**config.mk**
```make
export PLATFORM = sky130hd
export DESIGN_NAME = yuyg_sweep_bist
export DESIGN_NICKNAME = d
export VERILOG_FILES = /design/src/rtl/yuyg_pkg.sv /design/src/rtl/yuyg_sig_capture.sv /design/src/rtl/yuyg_sweep_bist.sv
export SDC_FILE = /design/constraint.sdc
export NUM_CORES = 1
export LEC_CHECK = 0
export ABC_AREA = 1
export CAP_MARGIN = 10
export CORE_UTILIZATION = 45
export DETAILED_ROUTE_END_ITERATION = 16
export PLACE_DENSITY = 0.82
export SYNTH_ARGS = -nofsm -noshare
export SYNTH_HDL_FRONTEND = slang
export SYNTH_SLANG_ARGS = --single-unit
export TNS_END_PERCENT = 100
```
**constraint.sdc**
```tcl
create_clock -name clk -period 2.58 [get_ports clk]
set_input_delay 0.387 -clock clk [delete_from_list [all_inputs] [get_ports clk]]
set_output_delay 0.387 -clock clk [all_outputs]
set_load 0.01 [all_outputs]
```
**src/rtl/yuyg_pkg.sv**
```systemverilog
// Shared definitions for the YUyG sweep self-test sequencer.
// Holds the FSM state encoding, sweep dimensions, the default expected
// F signatures and the {phase, code} layout used to identify a vector.
package yuyg_pkg;

  typedef enum logic [1:0] {
    ST_IDLE   = 2'd0,
    ST_HOLD   = 2'd1,
    ST_SAMPLE = 2'd2,
    ST_DONE   = 2'd3
  } state_t;

  localparam int NUM_CODES   = 16;
  localparam int NUM_VECTORS = 32;
  localparam int CODE_W      = 4;
  localparam int SIG_W       = NUM_CODES;
  localparam int CNT_W       = 6;

  // F for every ABCD code; bit i is the response to ABCD=i.
  localparam logic [SIG_W-1:0] EXP_EN0_DEFAULT = 16'h0000;
  localparam logic [SIG_W-1:0] EXP_EN1_DEFAULT = 16'h0DD0;

  // Vector identifier: phase is the en value, code is ABCD (bit3=A).
  typedef struct packed {
    logic              phase;
    logic [CODE_W-1:0] code;
  } vec_id_t;

  localparam int VEC_ID_W = $bits(vec_id_t);

  function automatic logic is_last_vector(input vec_id_t v);
    return v.phase && (v.code == {CODE_W{1'b1}});
  endfunction

endpackage

```
**src/rtl/yuyg_sig_capture.sv**
```systemverilog
// Response capture for the YUyG sweep.
// Stores each sampled F bit into the signature of its enable phase,
// compares it against the expected signature, counts mismatches and
// latches the identity of the first mismatching vector.
// Ports:
//   clk, rst_n    clock, synchronous active-low reset
//   clear         zero all results (sweep start)
//   sample        strobe: f_in belongs to vector {phase, code}
//   phase, code   identity of the vector being sampled
//   f_in          F response of the block under test
//   sig_en0/1     captured signatures per phase
//   mismatch_cnt  number of mismatching vectors
//   fail_valid    at least one mismatch seen
//   first_fail    {phase, code} of the first mismatch
module yuyg_sig_capture
  import yuyg_pkg::*;
#(
  parameter logic [SIG_W-1:0] EXP_EN0 = EXP_EN0_DEFAULT,
  parameter logic [SIG_W-1:0] EXP_EN1 = EXP_EN1_DEFAULT
) (
  input  logic                clk,
  input  logic                rst_n,
  input  logic                clear,
  input  logic                sample,
  input  logic                phase,
  input  logic [CODE_W-1:0]   code,
  input  logic                f_in,
  output logic [SIG_W-1:0]    sig_en0,
  output logic [SIG_W-1:0]    sig_en1,
  output logic [CNT_W-1:0]    mismatch_cnt,
  output logic                fail_valid,
  output logic [VEC_ID_W-1:0] first_fail
);

  logic    exp_bit;
  logic    miss;
  vec_id_t cur_id;

  always_comb begin
    exp_bit = phase ? EXP_EN1[code] : EXP_EN0[code];
    miss    = (f_in != exp_bit);
    cur_id  = '{phase: phase, code: code};
  end

  always_ff @(posedge clk) begin
    if (!rst_n || clear) begin
      sig_en0      <= '0;
      sig_en1      <= '0;
      mismatch_cnt <= '0;
      fail_valid   <= 1'b0;
      first_fail   <= '0;
    end else if (sample) begin
      if (phase) begin
        sig_en1[code] <= f_in;
      end else begin
        sig_en0[code] <= f_in;
      end
      // At most 32 samples per sweep, so 6 bits never wrap.
      if (miss) begin
        mismatch_cnt <= mismatch_cnt + CNT_W'(1);
        if (!fail_valid) begin
          fail_valid <= 1'b1;
          first_fail <= cur_id;
        end
      end
    end
  end

endmodule

```
**src/rtl/yuyg_sweep_bist.sv**
```systemverilog
// Self-test sequencer for the YUyG decoder function block.
// Sweeps {en, ABCD} through all 32 vectors (en=0 codes 0..15, then en=1
// codes 0..15), holds each vector SETTLE+1 cycles, samples F on the
// following cycle and hands the sample to the signature capture.
// Ports:
//   clk, rst_n    clock, synchronous active-low reset
//   start         single-cycle sweep request (ignored while busy)
//   f_in          F from the YUyG block
//   en_out        YUyG en
//   abcd_out      YUyG A,B,C,D (bit3=A, bit0=D)
//   busy, done    sweep in progress / complete (done held until restart)
//   pass          with done: no mismatches
//   sig_en0/1, mismatch_cnt, fail_valid, first_fail   sweep results
module yuyg_sweep_bist
  import yuyg_pkg::*;
#(
  parameter int unsigned      SETTLE  = 2,
  parameter logic [SIG_W-1:0] EXP_EN0 = EXP_EN0_DEFAULT,
  parameter logic [SIG_W-1:0] EXP_EN1 = EXP_EN1_DEFAULT
) (
  input  logic                clk,
  input  logic                rst_n,
  input  logic                start,
  input  logic                f_in,
  output logic                en_out,
  output logic [CODE_W-1:0]   abcd_out,
  output logic                busy,
  output logic                done,
  output logic                pass,
  output logic [SIG_W-1:0]    sig_en0,
  output logic [SIG_W-1:0]    sig_en1,
  output logic [CNT_W-1:0]    mismatch_cnt,
  output logic                fail_valid,
  output logic [VEC_ID_W-1:0] first_fail
);

  localparam logic [3:0] SETTLE_INIT = 4'(SETTLE);

  state_t     state;
  state_t     next_state;
  logic [3:0] settle_cnt;
  vec_id_t    vec;

  logic       clear;
  logic       load_cnt;
  logic       sample;
  logic       advance;

  // Next-state and control strobes.
  always_comb begin
    next_state = state;
    clear      = 1'b0;
    load_cnt   = 1'b0;
    sample     = 1'b0;
    advance    = 1'b0;
    unique case (state)
      ST_IDLE, ST_DONE: begin
        if (start) begin
          next_state = ST_HOLD;
          clear      = 1'b1;
          load_cnt   = 1'b1;
        end
      end
      ST_HOLD: begin
        if (settle_cnt == 4'd0) begin
          next_state = ST_SAMPLE;
        end
      end
      ST_SAMPLE: begin
        sample = 1'b1;
        if (is_last_vector(vec)) begin
          next_state = ST_DONE;
        end else begin
          next_state = ST_HOLD;
          advance    = 1'b1;
          load_cnt   = 1'b1;
        end
      end
      default: next_state = ST_IDLE;
    endcase
  end

  // State, settle counter and applied vector. The vector only moves on
  // the SAMPLE->HOLD transition, so it stays on the pins through DONE.
  always_ff @(posedge clk) begin
    if (!rst_n) begin
      state      <= ST_IDLE;
      settle_cnt <= 4'd0;
      vec        <= '0;
    end else begin
      state <= next_state;
      if (load_cnt) begin
        settle_cnt <= SETTLE_INIT;
      end else if (state == ST_HOLD && settle_cnt != 4'd0) begin
        settle_cnt <= settle_cnt - 4'd1;
      end
      if (clear) begin
        vec <= '0;
      end else if (advance) begin
        vec <= vec + VEC_ID_W'(1);
      end
    end
  end

  yuyg_sig_capture #(
    .EXP_EN0 (EXP_EN0),
    .EXP_EN1 (EXP_EN1)
  ) u_capture (
    .clk          (clk),
    .rst_n        (rst_n),
    .clear        (clear),
    .sample       (sample),
    .phase        (vec.phase),
    .code         (vec.code),
    .f_in         (f_in),
    .sig_en0      (sig_en0),
    .sig_en1      (sig_en1),
    .mismatch_cnt (mismatch_cnt),
    .fail_valid   (fail_valid),
    .first_fail   (first_fail)
  );

  always_comb begin
    en_out   = vec.phase;
    abcd_out = vec.code;
    busy     = (state == ST_HOLD) || (state == ST_SAMPLE);
    done     = (state == ST_DONE);
    pass     = done && (mismatch_cnt == '0);
  end

endmodule

```
=== Word level (Yosys, flattened, before mapping) ===
Memory sizes are Yosys's and may differ from the RTL's. A register that Yosys moved wholly into a read port is not among the register bits.
Index checks and enable logic that the tools add are counted.

* Word-level logic and storage cells: 70
* Bits in read-only memories: 32
* Memories kept: 2
* Register bits: 55
* Bits of input ports: 4

{| class="wikitable"
|+ Memory list
! name !! words !! bits a word !! rd ports !! clocked after memory_dff !! write ports !! RTL line !! RTL
|-
| (name not given) || 16 || 1 || 1 || 1 || 0 || yuyg_sig_capture.sv:40 || <nowiki>exp_bit = phase ? EXP_EN1[code] : EXP_EN0[code];</nowiki>
|-
| (name not given) || 16 || 1 || 1 || 1 || 0 || yuyg_sig_capture.sv:40 ||
|}

* Bitwise logic cells: 3
* $lt $le $gt $ge: 2
* $add $sub $neg: 3
* Multiplexer cells: 23
* Reduce and logical (&&, ||, !) cells: 20
* Eq/ne operators: 7

{| class="wikitable"
|+ Operators with widths
! kind !! number
|-
| 16-bit bitwise mux || 2
|-
| 4-bit two-way mux || 4
|-
| 2-bit two-way mux || 5
|-
| 1-bit two-way mux || 9
|-
| 2-bit AND reduction || 4
|-
| 6-bit by 1-bit adder with 6-bit output (second input constant) || 1
|-
| 6-bit zero test || 1
|-
| 2-bit one-hot mux with 3 select lines || 1
|-
| 2-bit OR reduction || 3
|-
| 5-bit by 1-bit adder with 5-bit output (second input constant) || 1
|-
| 4-bit by 5-bit less-than comparator with 1-bit output (second input constant) || 1
|-
| 1-bit demux with 4-bit select || 1
|-
| 2-bit equality test (second input constant) || 2
|-
| 4-bit equality test (second input constant) || 1
|-
| 4-bit by 1-bit greater-or-equal comparator with 1-bit output (second input constant) || 1
|-
| 1-bit logical AND || 4
|-
| 4-bit zero test || 1
|-
| 2-bit != test (second input constant) || 2
|-
| 4-bit nonzero test || 1
|-
| 4-bit by 1-bit subtractor with 4-bit output (second input constant) || 1
|-
| 1-bit NOT || 3
|-
| 3-bit AND reduction || 1
|-
| 2-bit by 1-bit equality test with 1-bit output (second input constant) || 1
|-
| 2-bit zero test || 1
|-
| other kinds (5) || 6
|}

=== Logic depth before layout (Yosys ltp) ===
Gate-level depths: netlist of run 1.

* Word-level depth: 6
* Mapped depth: 13

=== Hierarchy ===
Synthesis of run 1 repeated with hierarchy kept, for this count alone.

* Cells, all modules: 371
* Area total of the unflattened synthesis: 2720.1 sq um

{| class="wikitable"
|+ Modules (own cells, without submodules)
! module !! seq. area each (sq um) !! instances !! cells an instance !! area each (sq um)
|-
| yuyg_sig_capture || 880.8 || 1 || 274 || 2038.2
|-
| yuyg_sweep_bist || 220.2 || 1 || 97 || 681.9
|}

=== Least setup slack after synthesis of run 1 ===
Ideal clock, no wire load.

* Kind: reg-to-reg
* Start: reg vec (netlist bit abcd_out[0])
* End: reg with a tool-made name
* Arrival: 1709 ps
* Setup slack: 759 ps
* Period minus slack after synthesis: 1821 ps
* Stages on the path, launching flop included: 13
* Library setup time: 112 ps
* Path through: dfxtp_1 ha_1 buf_2 inv_1 nor2_1 ha_1 inv_1 nand3_1 nand2_1 nor2_1 nand2_1 nand3_1 nand2_1

{| class="wikitable"
|+ RTL lines
! what !! RTL line !! RTL
|-
| start: declaration || yuyg_sweep_bist.sv:42 || <nowiki>vec_id_t vec;</nowiki>
|-
| start signal: assignment || yuyg_sweep_bist.sv:100 || <nowiki>vec <= vec + VEC_ID_W'(1);</nowiki>
|}

=== Worst setup path after layout of run 1 ===
* Start: reg state[0]
* End: out busy

* Cells in the longest elaborated chain, start to end: 2
* Elaborated cells on any way between the ends: 3
* Classes of those cells: eq/ne: 2; reduce/logical: 1

{| class="wikitable"
|+ Ends and longest elaborated chain
! what !! RTL line !! RTL
|-
| start: declaration || yuyg_sweep_bist.sv:39 || <nowiki>state_t state;</nowiki>
|-
| start signal: assignment || yuyg_sweep_bist.sv:91 || <nowiki>state <= next_state;</nowiki>
|-
| 2-bit by 1-bit equality test with 1-bit output or 2-bit equality test (tied branches) || yuyg_sweep_bist.sv:126 || <nowiki>busy = (state == ST_HOLD) || (state == ST_SAMPLE);</nowiki>
|-
| 1-bit logical OR * || yuyg_sweep_bist.sv:126 ||
|-
| end: declaration || yuyg_sweep_bist.sv:27 || <nowiki>output logic busy,</nowiki>
|}

Every way passes the cells marked *; elsewhere a longest branch is shown, timed or not.

==> reports/metrics.yaml, run 1 <==
status:
  outcome: "complete, no violations"
placed_design:
  dp_cells: 456
  place.gp.congestion: 0.840
  dp.final_hpwl_um: 4260
  place_area_um2: 3180
  io_buffer_count: 55
timing:
  skew_ns: 0.00423
  hold_viol: 0
  fmax_mhz: 467
  setup_viol: 0
  fin_crit_sh_pct: 83.1
  slew_viol_final: 0
  worst-slew-pin-transition_ns: 0.731
  fin_tns_setup_ns: 0
  fin_hold_ws_ns: 0.449
  min_period_ns: 2.14
  maxSlewHeadroom_pct: 51.1
  rsz0062_at_grt: "no"
final_layout:
  diodes: 0
  stdcell_count: 464
  drive_gt1_share_pct: 5.36
  final_nets: 407
  layout_commonest_cell: "dfxtp_1"
  design_area_um2: 3270
  layout_common_cells: "56 x dfxtp_1, 55 x clkdlybuf4s50_1, 45 x nand2_1, 45 x a21oi_1, 41 x inv_1"
  area_growth_pct: 25.8
worst_setup_path:
  rrSetupSlack_ns: 0.52
  crit_chain: "inv_1 > ha_1 > inv_1 > clkdlybuf4s50_1"
  rr_worst_depth: 12
  crit_path_end_kind: "primary output"
  critPathArrivalTime_ns: 1.76
  critical_path_required_ns: 2.19
  crit_type: "flip-flop to primary output"
  crit_path_frequent_cell: "inv_1"
  cpPeakStageDelay_ns: 0.54
  cp_slowest_cell: "clkdlybuf4s50_1"
  r2r_start: "abcd_out[0]"
  crit_fanout: 5
  cp-start-kind: "flip-flop"
die:
  dieArea_um2: 6090
  io_pins: 56
  core_um2: 5540
  die_w_um: 78.0
  start_util_pct: 47.0
  num_rows: 27
  die_y_um: 78.0
cts:
  clock-sinks: 56
  cts_buffer_depth: 2
  post_cts_buffers: 0
  cts_root_buffer: "clkbuf_8"
  post_cts_resized: 0
  path_clk_slew_ns: 0.10
  cts_buffers: 5
  cts_tree: "yes"
  cts_hold_buf: 0
  h-tree-depth: 2
  clk_latency_ns: 0.31
synth:
  synth_nets: 360
  synth_seq_area_share_pct: 43.1
  yosys_warnings: 0
  ys_top_cells_by_area: "dfxtp_1 43%, a21oi_1 8.7%, nand2_1 6.5%"
  yosysTopAreaCellShare_pct: 43.1
  syn_area_um2: 2600
  synth_top_cell_by_area: "dfxtp_1"
  avgSynthCellArea_um2: 7.56
  synth_seq_cells: 56
  syn_inst: 344
  yosysUniqueCellTypes: 27
power_and_ir_drop:
  power_frac_clock_pct: 31.1
  p_switching_mw: 0.443
  intPower_mw: 1.17
  seq_power_share_pct: 55.4
  vdd_drop_max_mv: 0.258
  leakagePower_nw: 1.12
  comb_power_share_pct: 13.5
  netSwitchingFraction_pct: 27.5
  power.density_nw_per_um2: 493
route:
  vias: 2505
  drc_errors: 0
  wl_um: 6200
  ant_nets: 0
  drt-wirelength-per-cell_um: 13.4
  viasPerCell: 5.40
  drt-initial-drc-count: 283
  first_pass_iters: 5
grt:
  grtUsageTotal_pct: 21.0
  grt-ovfl-total: 0
  grt_pass1_wl_um: 10200
  grt_max_degree: 34
  antenna_found_initial: 0
  grt_pass1_vias: 2217
hold_path:
  worstHoldEndpoint: "u_capture.sig_en0[2]"
  holdPathStages: 2
  worstHoldStart: "u_capture.sig_en0[2]"
  hp-class: "flip-flop to flip-flop"
run:
  max_cap_violations: 0
per-stage QoR:
stage | total power, mW | worst slack, ns | utilization, %
6_report | 1.61 | 0.437 | 59.1
3_5_place_dp | 1.13 | 0.568 | 57.4
2_1_floorplan | 1.07 | 0.759 | -
5_1_grt | 1.68 | 0.336 | 59.1
3_3_place_gp | 1.12 | 0.711 | 57.4
4_1_cts | 1.61 | 0.418 | 59.1
worst max-delay path, delay by kind of cell (launching register included):
family	cells	cell delay (ns)
buffers and inverters	3	0.72
DFF	1	0.43
adders and majority gates	1	0.30
power groups by stage:
stage | Combinational, mW | Clock [mW] | Sequential [mW]
final | 0.217 | 0.502 | 0.894
after floorplan | 0.154 | 0 | 0.912
after global routing | 0.245 | 0.537 | 0.897
after detailed placement | 0.216 | 0 | 0.914
after CTS | 0.217 | 0.503 | 0.894
after global placement | 0.206 | 0 | 0.913
kinds of logic (layout without fill, tap and decap cells):
group | after synthesis | count (layout) | share of synthesized area [%]
AND/OR/NAND/NOR | 124 | 124 | 23.0
AO/OA/AOI/OAI | 86 | 86 | 17.2
buffers and inverters | 64 | 112 | 10.2
flip-flops | 56 | 56 | 43.1
adder cells (fa/ha/maj) | 12 | 12 | 5.77
XOR/XNOR | 2 | 2 | 0.674
area by class of cell:
cell class / count / area (um2)
clock buffer: 6 / 82.6
timing repair buffer: 60 / 588
sequential: 56 / 1120
multi-input combinational: 224 / 1210
inverter: 44 / 166
tap: 72 / 90.1
fill: 512 / 2270
clock inverter: 2 / 10.0
registers in the layout, indices dropped and copies added, names as in the netlist, named ones only:
signal,count
u_capture.sig_en0,16
u_capture.sig_en1,16
abcd_out,4
u_capture.first_fail,5
u_capture.fail_valid,1
state,2
en_out,1
settle_cnt,4
u_capture.mismatch_cnt,6
metal layers:
| layer | vias up | track usage, % | routed length (um) |
|---|---|---|---|
| met5 | - | 0 | 0 |
| met4 | 0 | 7.22 | 55 |
| met3 | 6 | 4.30 | 337 |
| met2 | 82 | 36.1 | 3030 |
| met1 | 1164 | 26.3 | 2780 |
| li1 | 1253 | - | - |
worst max-delay path by stage:
| stage | cells past startpoint | to | startpoint |
|---|---|---|---|
| after floorplan | 12 | flip-flop | abcd_out[0] |
| after global placement | 13 | flip-flop | abcd_out[0] |
| after detailed placement | 13 | flip-flop | abcd_out[0] |
| after CTS | 4 | busy | state[0] |
| after global routing | 13 | flip-flop | abcd_out[0] |
| final | 4 | busy | state[0] |
cell usage after synthesis (all sizes together):
| cell | n |
|---|---|
| nor2 | 17 |
| nand2 | 47 |
| buf | 10 |
| o21ai | 32 |
| nand3b | 1 |
| nor3 | 12 |
| clkbuf | 10 |
| nor4 | 8 |
| ha | 12 |
| a21oi | 46 |
| xor2 | 2 |
| o21a | 1 |
| a21o | 1 |
| nand4 | 17 |
| clkinv | 1 |
| inv | 43 |
| a31oi | 6 |
| nand3 | 22 |
| dfxtp | 56 |
Note: power is estimated with default switching activity, not from simulation.
==> inputs of run 2 (changes only) <==
- PLACE_DENSITY: 0.82 -> 0.85
- clock period: 2.58 -> 1.95 ns (I/O delays scaled with it)
==> reports/metrics.yaml, run 2 (synthesis results as in run 1) <==
worst_setup_path:
  crit_chain: "clkdlybuf4s50_1"
  critPathArrivalTime_ns: 1.51
  cpPeakStageDelay_ns: 0.62
  path_buf_inv: 1
  rr_worst_depth: 12
  critical_path_required_ns: 1.66
  r2r_start: "abcd_out[0]"
  cp-start-kind: "flip-flop"
  crit_path_end_kind: "primary output"
  cp_slowest_cell: "clkdlybuf4s50_1"
  crit_fanout: 8
  rrSetupSlack_ns: 0.24
  crit_type: "flip-flop to primary output"
  cp_top_family: "buffers and inverters"
timing:
  maxSlewHeadroom_pct: 65.5
  fin_tns_setup_ns: 0
  worst-slew-pin-transition_ns: 0.516
  skew_ns: 0.00734
  min_period_ns: 1.80
  slew_viol_final: 0
  fin_crit_sh_pct: 92.3
  hold_viol: 0
  rsz0062_at_grt: "no"
  setup_viol: 0
  fmax_mhz: 556
hold_path:
  worstHoldStart: "u_capture.sig_en1[3]"
  hp-class: "flip-flop to flip-flop"
  worstHoldEndpoint: "u_capture.sig_en1[3]"
  holdPathStages: 2
run:
  max_cap_violations: 0
grt:
  grtUsageTotal_pct: 22.1
  grt-ovfl-total: 0
  grt_max_degree: 33
  antenna_found_initial: 0
  grt_pass1_vias: 2241
  grt_pass1_wl_um: 10500
die:
  die_w_um: 78.0
  start_util_pct: 47.0
  die_y_um: 78.0
  num_rows: 27
  dieArea_um2: 6090
  core_um2: 5540
  io_pins: 56
placed_design:
  io_buffer_count: 55
  place_area_um2: 3230
  dp.final_hpwl_um: 4500
  place.gp.congestion: 0.863
cts:
  post_cts_buffers: 0
  clock-sinks: 56
  cts_tree: "yes"
  cts_root_buffer: "clkbuf_8"
  cts_buffers: 5
  h-tree-depth: 2
  cts_hold_buf: 0
  cts_buffer_depth: 2
  path_clk_slew_ns: 0.09
  clk_latency_ns: 0.32
route:
  drt-wirelength-per-cell_um: 13.4
  viasPerCell: 5.41
  ant_nets: 0
  first_pass_iters: 5
  drc_errors: 0
  wl_um: 6330
  drt-initial-drc-count: 310
  vias: 2547
status:
  outcome: "complete, no violations"
final_layout:
  final_core_util_pct: 60.0
  final_nets: 414
  reg_top3: "u_capture.sig_en0 x16, u_capture.sig_en1 x16, u_capture.mismatch_cnt x6"
  drive_gt1_share_pct: 8.02
  layout_common_cells: "53 x dfxtp_1, 53 x clkdlybuf4s50_1, 45 x nand2_1, 45 x a21oi_1, 40 x inv_1"
  design_area_um2: 3320
  diodes: 0
  area_growth_pct: 27.8
power_and_ir_drop:
  vdd_drop_max_mv: 0.406
  leakagePower_nw: 1.16
  total_power_mw: 2.11
  power.density_nw_per_um2: 636
-- run 2: cell types whose count changed in the layout (fill, tap and decap cells not counted), sizes merged --
cell / delta
dlygate4sd2: +2
clkinvlp: +1
clkdlybuf4s50: -2
clkinv: -1
buf: +7
-- run 2: final cells by class --
type,count,area (um2)
Fill cell,518,2220
Inverter,44,166
Tap cell,72,90.1
Multi-Input combinational cell,224,1220
Sequential cell,56,1120
Clock buffer,6,72.6
Clock inverter,2,16.3
Timing Repair Buffer,67,638
-- run 2: timing repair --
item / in CTS / in global routing
gates resized for setup: 3 / 4
setup endpoints to repair: 2 / 4
endpoints found under the hold margin: 0 / 0
-- run 2: metrics by stage --
step,hold slack (ns),instances,worst slack [ns]
2_1_floorplan,0.443,344,0.129
3_3_place_gp,0.433,463,0.248
3_5_place_dp,0.434,463,0.154
4_1_cts,0.448,471,0.127
5_1_grt,0.469,471,0.0424
6_report,0.446,471,0.150
-- run 2: routing by layer --
metal	share of wire (%)	vias to the layer above	track usage, %	wire length (um)
met3	6.1	12	5.12	387
met5	0	-	0	0
li1	-	1273	-	-
met2	48	81	35.9	3050
met4	2.3	0	10.0	145
met1	43	1181	27.8	2750
-- run 2: where the power goes --
part	switching, mW	internal, mW	total, mW
Combinational	0.188	0.0997	0.288
Clock	0.386	0.256	0.642
Sequential	0.0179	1.17	1.18
Total	0.592	1.52	2.11
-- run 2: worst max-delay path by stage --
stage | from | to | slack, ns | cells past startpoint
final | en_out | en_out | 0.15 | 1
after floorplan | abcd_out[0] | flip-flop | 0.13 | 12
after CTS | abcd_out[0] | flip-flop | 0.13 | 12
after global placement | abcd_out[0] | flip-flop | 0.25 | 12
after global routing | abcd_out[0] | settle_cnt[2] | 0.04 | 9
after detailed placement | abcd_out[0] | flip-flop | 0.15 | 12
==> inputs of run 3 (changes only) <==
- CORE_UTILIZATION: 45 -> 34
- PLACE_DENSITY: 0.85 -> 0.69
==> reports/metrics.yaml, run 3 (synthesis results as in run 1) <==
worst_setup_path:
  cp-start-kind: "flip-flop"
  r2r_start: "abcd_out[0]"
  crit_type: "flip-flop to primary output"
  cp_slowest_cell: "clkdlybuf4s50_1"
  crit_chain: "clkdlybuf4s50_1"
  critPathArrivalTime_ns: 1.52
  rrSetupSlack_ns: 0.18
  crit_fanout: 8
  cpPeakStageDelay_ns: 0.62
  cp_top_family: "buffers and inverters"
  rr_worst_depth: 12
  critical_path_required_ns: 1.66
  path_buf_inv: 1
  crit_path_end_kind: "primary output"
timing:
  hold_viol: 0
  slew_viol_final: 0
  setup_viol: 0
  fin_crit_sh_pct: 93.2
  fin_hold_ws_ns: 0.451
  rsz0062_at_grt: "no"
  maxSlewHeadroom_pct: 63.1
  fmax_mhz: 550
  fin_tns_setup_ns: 0
  skew_ns: 0.00760
  min_period_ns: 1.82
  setup_ws_ns: 0.133
  worst-slew-pin-transition_ns: 0.551
route:
  ant_nets: 0
  first_pass_iters: 4
  drt-initial-drc-count: 205
  viasPerCell: 4.98
  vias: 2478
  drc_errors: 0
  drt-wirelength-per-cell_um: 13.2
  wl_um: 6560
cts:
  cts_hold_buf: 0
  cts_root_buffer: "clkbuf_8"
  path_clk_slew_ns: 0.10
  clock-sinks: 56
  clk_latency_ns: 0.32
  post_cts_buffers: 0
  cts_buffers: 5
  cts_tree: "yes"
  h-tree-depth: 2
  cts_buffer_depth: 2
grt:
  grt_pass1_vias: 2252
  grt_pass1_wl_um: 10500
  grtUsageTotal_pct: 17.2
  grt-ovfl-total: 0
  antenna_found_initial: 0
  grt_max_degree: 33
die:
  io_pins: 56
  die_y_um: 89.5
  die_w_um: 89.5
  num_rows: 31
  core_um2: 7330
  start_util_pct: 35.5
  dieArea_um2: 8000
hold_path:
  worstHoldEndpoint: "u_capture.sig_en1[2]"
  hp-class: "flip-flop to flip-flop"
  holdPathStages: 2
  worstHoldStart: "u_capture.sig_en1[2]"
run:
  max_cap_violations: 0
status:
  outcome: "complete, no violations"
power_and_ir_drop:
  power.density_nw_per_um2: 636
  leakagePower_nw: 1.16
  vdd_drop_max_mv: 0.310
placed_design:
  dp.final_hpwl_um: 4670
  pre_cts_slack_ns: 0.147
  place.gp.congestion: 0.844
  io_buffer_count: 55
  dp_cells: 490
final_layout:
  drive_gt1_share_pct: 8.27
  area_growth_pct: 29.3
  layout_common_cells: "53 x dfxtp_1, 53 x clkdlybuf4s50_1, 45 x a21oi_1"
  final_core_util_pct: 45.9
  reg_top3: "u_capture.sig_en0 x16, u_capture.sig_en1 x16, u_capture.mismatch_cnt x6"
  diodes: 0
  stdcell_count: 498
  final_nets: 414
run 3: final cells by class:
type                    count  area [um2]
well taps                  99         124
repair buffers             67         638
clock buffers               5        68.8
inverters                  44         166
multi-input cells         224        1220
fillers                   718        3970
clock inverters             3        22.5
flip-flops and latches     56        1120
run 3: timing repair:
item / in CTS / in global routing
endpoints found under the setup margin: 2 / 5
resized for setup: 3 / 4
hold endpoints to repair: 0 / 0
run 3: layer usage:
| layer | part of all wire (%) | vias up | routed length [um] | global-route usage (%) |
|---|---|---|---|---|
| met2 | 47 | 62 | 3110 | 28.7 |
| met1 | 45 | 1134 | 2920 | 21.5 |
| met3 | 6.1 | 10 | 402 | 4.34 |
| met4 | 1.8 | 0 | 121 | 6.35 |
| li1 | - | 1272 | - | - |
| met5 | 0 | - | 0 | 0 |
run 3: worst register-to-register path, stage by stage (launching register included):
cell and delay, ns:
dfxtp_2 0.36, ha_1 0.21, inv_1 0.11, nor2_2 0.07, ha_1 0.17, inv_1 0.16, nand2_2 0.11, nand2_1 0.07
nand2_1 0.05, nor2_1 0.16, nand2_1 0.07, nand3_1 0.08, nand2_1 0.05
run 3: metrics by stage:
| step | power (mW) | area, um2 |
|---|---|---|
| floorplan | 1.41 | 2600 |
| CTS | 2.15 | 3360 |
| detailed placement | 1.50 | 3270 |
| global route | 2.24 | 3360 |
| finish | 2.14 | 3360 |
| global placement | 1.49 | 3270 |
run 3: worst max path at each step:
| stage | slack, ns | depth (start not counted) | startpoint | to |
|---|---|---|---|---|
| 6_report | 0.13 | 1 | en_out | en_out |
| 5_1_grt | 0.02 | 12 | abcd_out[0] | flip-flop |
| 4_1_cts | 0.12 | 12 | abcd_out[0] | flip-flop |
| 3_5_place_dp | 0.15 | 12 | abcd_out[0] | flip-flop |
| 3_3_place_gp | 0.23 | 12 | abcd_out[0] | flip-flop |
| 2_1_floorplan | 0.13 | 12 | abcd_out[0] | flip-flop |
run 3: where the power goes:
part	internal, mW	total (mW)	switching, mW
combinational	0.0997	0.292	0.192
sequential	1.17	1.18	0.0179
clock	0.259	0.663	0.404
total	1.52	2.14	0.615
